## src/rtl/residual_rd_ctrl_pkg.sv

```systemverilog
// ---------------------------------------------------------------------------
// residual_rd_ctrl_pkg
// Shared constants and types for the inter residual read controller.
//   BLK_NUM       : residual 4x4 blocks per MB (16 luma + 4 Cb + 4 Cr); this
//                   is also the terminal value of the read counter
//   AW            : out_ram address width
//   CHROMA_START  : first chroma block index (Cb)
//   CR_START      : first Cr block index
//   rd_state_t    : 3-bit FSM state encoding
// ---------------------------------------------------------------------------
package residual_rd_ctrl_pkg;

  localparam int BLK_NUM      = 24;
  localparam int AW           = 5;
  localparam int CHROMA_START = 16;
  localparam int CR_START     = 20;

  typedef enum logic [2:0] {
    ST_IDLE = 3'd0,
    ST_WAIT = 3'd1,
    ST_RD   = 3'd2,
    ST_OUT  = 3'd3,
    ST_DONE = 3'd4
  } rd_state_t;

  // Block class helpers, used when a block index is registered for output.
  function automatic logic idx_is_chroma(input logic [AW-1:0] idx);
    return idx >= AW'(CHROMA_START);
  endfunction

  function automatic logic idx_is_cr(input logic [AW-1:0] idx);
    return idx >= AW'(CR_START);
  endfunction

endpackage

```

## src/rtl/residual_rd_ctrl.sv

```systemverilog
// ---------------------------------------------------------------------------
// residual_rd_ctrl
// Read-side controller for the inter residual out_ram. For each inter MB it
// reads the 24 residual blocks in write order, one at a time, and presents
// each to the inter reconstruction adder. A block is only read once the
// writer's fill count is past it, and only one block is ever outstanding.
//
// Optional feature macro: RESIDUAL_RD_SKIP_EN
//   When defined, adds input mb_skip and output res_zero. A skip MB walks all
//   24 blocks without touching the RAM and flags each block as all-zero.
//
// Ports:
//   clk, rst_n           clock, asynchronous active-low reset
//   ena                  global enable; when low every register holds
//   start_of_MB          one-cycle MB start pulse (aborts an MB in flight)
//   mb_pred_inter_sel    current MB is inter
//   out_ram_wr_addr      writer fill count for this MB
//   pred_valid           inter prediction for the next block is available
//   recon_ready          recon stage accepts the presented block
//   out_ram_rd           one-cycle RAM read strobe
//   out_ram_rd_addr      RAM read address / blocks-issued counter
//   res_valid            RAM data for blk_idx is valid
//   blk_idx              index of the presented block
//   blk_is_chroma        blk_idx >= 16
//   blk_is_cr            blk_idx >= 20
//   mb_rd_done           one-cycle pulse after the last block is accepted
//   mb_skip   (opt)      current MB is a skip MB
//   res_zero  (opt)      presented block is an implicit all-zero residual
//   fsm_state            debug view of the controller state (rd_state_t)
//
// Handshake: a block transfers on a rising edge where res_valid && recon_ready.
// res_valid, once raised, holds with a stable blk_idx until that transfer (or
// an MB abort); recon_ready while res_valid is low has no effect.
// ---------------------------------------------------------------------------
module residual_rd_ctrl
  import residual_rd_ctrl_pkg::*;
(
  input  logic          clk,
  input  logic          rst_n,
  input  logic          ena,
  input  logic          start_of_MB,
  input  logic          mb_pred_inter_sel,
  input  logic [AW-1:0] out_ram_wr_addr,
  input  logic          pred_valid,
  input  logic          recon_ready,
`ifdef RESIDUAL_RD_SKIP_EN
  input  logic          mb_skip,
  output logic          res_zero,
`endif
  output logic          out_ram_rd,
  output logic [AW-1:0] out_ram_rd_addr,
  output logic          res_valid,
  output logic [AW-1:0] blk_idx,
  output logic          blk_is_chroma,
  output logic          blk_is_cr,
  output logic          mb_rd_done,
  output logic [2:0]    fsm_state
);

  rd_state_t state;
  logic      rd_ok;
  logic      mb_begin;

`ifdef RESIDUAL_RD_SKIP_EN
  logic skip_mb;
`endif

  assign fsm_state = state;

  // A start pulse restarts the controller from any busy state; in IDLE only
  // an inter MB starts it (an intra MB leaves it parked).
  assign mb_begin = start_of_MB && ((state != ST_IDLE) || mb_pred_inter_sel);

  // Next block may be read once the writer has filled past the read pointer
  // and prediction is ready. Plain 5-bit unsigned compare: the fill count
  // never exceeds BLK_NUM, so no wrap handling is needed.
  always_comb begin
    rd_ok = pred_valid && (out_ram_wr_addr > out_ram_rd_addr);
`ifdef RESIDUAL_RD_SKIP_EN
    // Skip MBs carry no RAM data, so only prediction gates progress.
    if (skip_mb) rd_ok = pred_valid;
`endif
  end

  always_ff @(posedge clk or negedge rst_n) begin
    if (!rst_n) begin
      state           <= ST_IDLE;
      out_ram_rd      <= 1'b0;
      out_ram_rd_addr <= '0;
      res_valid       <= 1'b0;
      blk_idx         <= '0;
      blk_is_chroma   <= 1'b0;
      blk_is_cr       <= 1'b0;
      mb_rd_done      <= 1'b0;
`ifdef RESIDUAL_RD_SKIP_EN
      skip_mb         <= 1'b0;
      res_zero        <= 1'b0;
`endif
    end else if (ena) begin
      // Strobes are single-cycle unless re-asserted below.
      out_ram_rd <= 1'b0;
      mb_rd_done <= 1'b0;

`ifdef RESIDUAL_RD_SKIP_EN
      // The zero flag survives until a start that is not a skip MB.
      if (start_of_MB && !(mb_pred_inter_sel && mb_skip)) res_zero <= 1'b0;
`endif

      if (mb_begin) begin
        // Start/abort wins over every other transition this cycle.
        res_valid       <= 1'b0;
        out_ram_rd_addr <= '0;
        state           <= mb_pred_inter_sel ? ST_WAIT : ST_IDLE;
`ifdef RESIDUAL_RD_SKIP_EN
        skip_mb         <= mb_pred_inter_sel && mb_skip;
`endif
      end else begin
        unique case (state)
          ST_IDLE: begin
            state <= ST_IDLE;
          end

          ST_WAIT: begin
            if (rd_ok) begin
              state      <= ST_RD;
`ifdef RESIDUAL_RD_SKIP_EN
              out_ram_rd <= !skip_mb;
`else
              out_ram_rd <= 1'b1;
`endif
            end
          end

          // out_ram_rd is high during this state with the current address;
          // RAM data lands one cycle later, together with res_valid.
          ST_RD: begin
            blk_idx         <= out_ram_rd_addr;
            blk_is_chroma   <= idx_is_chroma(out_ram_rd_addr);
            blk_is_cr       <= idx_is_cr(out_ram_rd_addr);
            out_ram_rd_addr <= out_ram_rd_addr + AW'(1);
            res_valid       <= 1'b1;
`ifdef RESIDUAL_RD_SKIP_EN
            if (skip_mb) res_zero <= 1'b1;
`endif
            state           <= ST_OUT;
          end

          ST_OUT: begin
            if (res_valid && recon_ready) begin
              res_valid <= 1'b0;
              // The counter already points past the presented block, so
              // reaching BLK_NUM means the last block just transferred.
              if (out_ram_rd_addr == AW'(BLK_NUM)) begin
                state      <= ST_DONE;
                mb_rd_done <= 1'b1;
              end else begin
                state <= ST_WAIT;
              end
            end
          end

          // Read pointer is left at BLK_NUM until the next MB start.
          ST_DONE: begin
            state <= ST_IDLE;
          end

          default: begin
            state <= ST_IDLE;
          end
        endcase
      end
    end
  end

endmodule

```

## config.mk

```make
export PLATFORM = sky130hd
export DESIGN_NAME = residual_rd_ctrl
export DESIGN_NICKNAME = d
export VERILOG_FILES = /design/src/rtl/residual_rd_ctrl_pkg.sv /design/src/rtl/residual_rd_ctrl.sv
export SDC_FILE = /design/constraint.sdc
export NUM_CORES = 1
export LEC_CHECK = 0
export BUFFER_PORTS_ARGS = -buffer_cell sky130_fd_sc_hd__clkbuf_2
export CORE_UTILIZATION = 45
export DETAILED_ROUTE_END_ITERATION = 10
export HOLD_SLACK_MARGIN = 0.12
export PLACE_DENSITY = 0.7
export SLEW_MARGIN = 20
export SYNTH_ARGS = -nofsm -noshare
export SYNTH_HDL_FRONTEND = slang
export SYNTH_SLANG_ARGS = --single-unit
```

## constraint.sdc

```tcl
create_clock -name clk -period 2.8 [get_ports clk]
set_input_delay 0.14 -clock clk [delete_from_list [all_inputs] [get_ports clk]]
set_output_delay 0.14 -clock clk [all_outputs]
set_load 0.05 [all_outputs]
```

==> run metrics <==
status finished, final reports clean; wire per inst 12.8 µm; Syn Nets 123; initial antenna violation count 0; crit share post-route 0.680; fin. max-slew vios 0; Non-Filler Instances 162; First-pass DRT Iterations 4; CP max FO 17; critical path capture point type flip-flop; synthesized instance count 104; dpl cells 157; Syn Area/Cell 9.40 µm²; DR vias 876; gr usage total 0.193; Area Growth Syn to Fin 21.0%; placed standard-cell area 0.00114 mm²; Worst Setup SP fsm_state[2]; final WL 2.07 mm; critical path class flip-flop to flip-flop; Unique masters post-synth 32; pre-CTS WS 0.928 ns; Largest stage delay, worst path approximately 0.47 ns; largest net degree at the start of global routing 19; Max-slew headroom 0.549; Max Cap Violations 0; Worst-Skew Late Latency 0.30 ns; final hold vios 0; core footprint around 0.002 mm²; final core occ 0.591; WHS Path Cells 3; share of cells above drive strength 1 0.252; Die Span Y 48.6 µm; clk sinks 18; hold crit path type primary input to flip-flop; Period minus WS final 1.90 ns; # fillers 179; initial core utilization 0.488; Register Area 450 µm²; setup TNS 0 ns; Arr. time, crit path 2.14 ns; crit path to out_ram_rd_addr[3]; EDFF count, synth 0; final setup violating endpoints 0; CTS Buf Count 3; Rows 16; post-detailed-route count of antenna-violating nets 0; post-synthesis async set-or-reset flop share 1.00; total power 623 µW; Max Root-Sink Buffers 2; DR iter-0 viols 22; Worst R2R End out_ram_rd_addr[3]; first-pass GRT wire length approximately 3.5 mm; hold path start recon_ready; post-synthesis register bit count 18; Max IR drop VDD 305 µV; RSZ-0062 raised after global routing false; Die ar. ~0.0024 mm²; Worst Path Required 3.04 ns; CTS tree built; DRC viols 0; highest clock rate roughly 0.53 GHz; gpl congestion just under 0.9; CP bufs+invs 0; worst-path cell chain or3b_1, or2_1, or3_1, o21ai_2; synthesized cell area 977 µm²; Slowest cell on crit path dfrtp_1; Layout Nets 155; crit start category flip-flop; # diodes 0; H-Tree Depth 1; vias in the first global route 761; Worst-path clk slew 0.11 ns; Reg2Reg Launch Point fsm_state[2]; Pleak 0.582 nW; register area share after synthesis 0.461; final worst slack 0.895 ns; power density of the placed cells 527 mW/mm²; GR Overflow Total 0; Post-DP HPWL 1.59 mm; Worst Tran Pin Value between 0.6 and 0.7 ns; final clock skew 0.00649 ns; CP top delay family simple AND/OR/NAND/NOR gates; num ports 30; r2r setup slk 0.90 ns; fin area between 0.001 and 0.0015 mm²; clock root buffer clkbuf_4; # port buffers 29; area taken by multi-input logic gates 473 µm²; Die W 48.6 µm; synth warn 0; via/cell ratio around 5.4; ys flop type dfrtp_1; Hold WS 0.157 ns; R2R depth 4; Worst path depth 4
==> state kept, by name, indices dropped and copies added (netlist names) <==
name	flops
mb_rd_done	1
blk_is_cr	1
out_ram_rd	1
fsm_state	3
blk_idx	5
out_ram_rd_addr	5
res_valid	1
blk_is_chroma	1
==> metal layers <==
| layer | global-route usage | up-vias | share of wire |
|---|---|---|---|
| met5 | 0 | - | 0 |
| met2 | 0.287 | 30 | 0.44 |
| met1 | 0.269 | 404 | 0.48 |
| met4 | 0.113 | 0 | 0.020 |
| li1 | - | 437 | - |
| met3 | 0.0252 | 5 | 0.054 |
==> where the power goes <==
part | internal [mW] | leakage [nW] | total, mW | switching, mW
Combinational | 0.0488 | 0.313 | 0.159 | 0.110
Sequential | 0.276 | 0.248 | 0.299 | 0.0228
Clock | 0.0793 | 0.0210 | 0.165 | 0.0856
Total | 0.404 | 0.582 | 0.623 | 0.219
==> cells by family (layout without fill, tap and decap cells) <==
family          Yosys count  in the layout  share of synthesized area
simple gates             33             33                      0.168
compound gates           33             33                      0.218
buf+inv                  12             43                     0.0550
xor+xnor                  1              1                    0.00896
fa+ha+maj                 7              7                     0.0896
flops                    18             18                      0.461
==> synth_stat cells, drive strengths merged, types with 2 or more instances <==
| cell type | n | area (µm²) |
|---|---|---|
| dfrtp | 18 | 450 |
| o21ai | 16 | 83.8 |
| nand2 | 14 | 52.6 |
| inv | 9 | 33.8 |
| ha | 7 | 87.6 |
| a21oi | 4 | 20.0 |
| a22o | 4 | 35.0 |
| nand3 | 4 | 20.0 |
| nor2 | 3 | 11.3 |
| nor2b | 3 | 18.8 |
| buf | 2 | 16.3 |
| nor3 | 2 | 10.0 |
==> worst register-to-register path: stages, from the launching register on <==
cell and delay (ns):
dfrtp_1 0.47, or3b_1 0.47, or2_1 0.43, or3_1 0.42, o21ai_2 0.06
==> repair_timing <==
| action | in CTS | in global routing |
|---|---|---|
| endpoints found under the hold margin | 18 | 0 |
| setup buffers | 0 | 0 |
| gates resized for setup | 0 | 0 |
| hold buffers | 1 | 0 |
==> cell type report <==
type | count | share of cell area
timing repair buffer | 30 | 0.131
sequential | 18 | 0.381
multi-input combinational | 74 | 0.400
inverter | 9 | 0.0286
tap | 27 | 0.0286
clock buffer | 4 | 0.0307
==> worst min-delay path by stage <==
| stage | end | slack, ns |
|---|---|---|
| 2_1_floorplan | blk_idx[0] | -0.16 |
| 3_3_place_gp | blk_is_cr | 0.10 |
| 3_5_place_dp | blk_idx[4] | 0.12 |
| 4_1_cts | mb_rd_done | 0.13 |
| 5_1_grt | mb_rd_done | 0.15 |
| 6_report | mb_rd_done | 0.16 |
==> layout by cell type (no fill, tap or decap), drive strengths merged, types with 2 or more instances in the layout <==
cell    netlist  layout
a21oi         4       4
a22o          4       4
clkbuf        1      33
dfrtp        18      18
ha            7       7
inv           9       9
nand2        14      14
nand3         4       4
nor2          3       3
nor2b         3       3
nor3          2       2
o21ai        16      16
No activity file was read; power rests on OpenSTA's default activity.
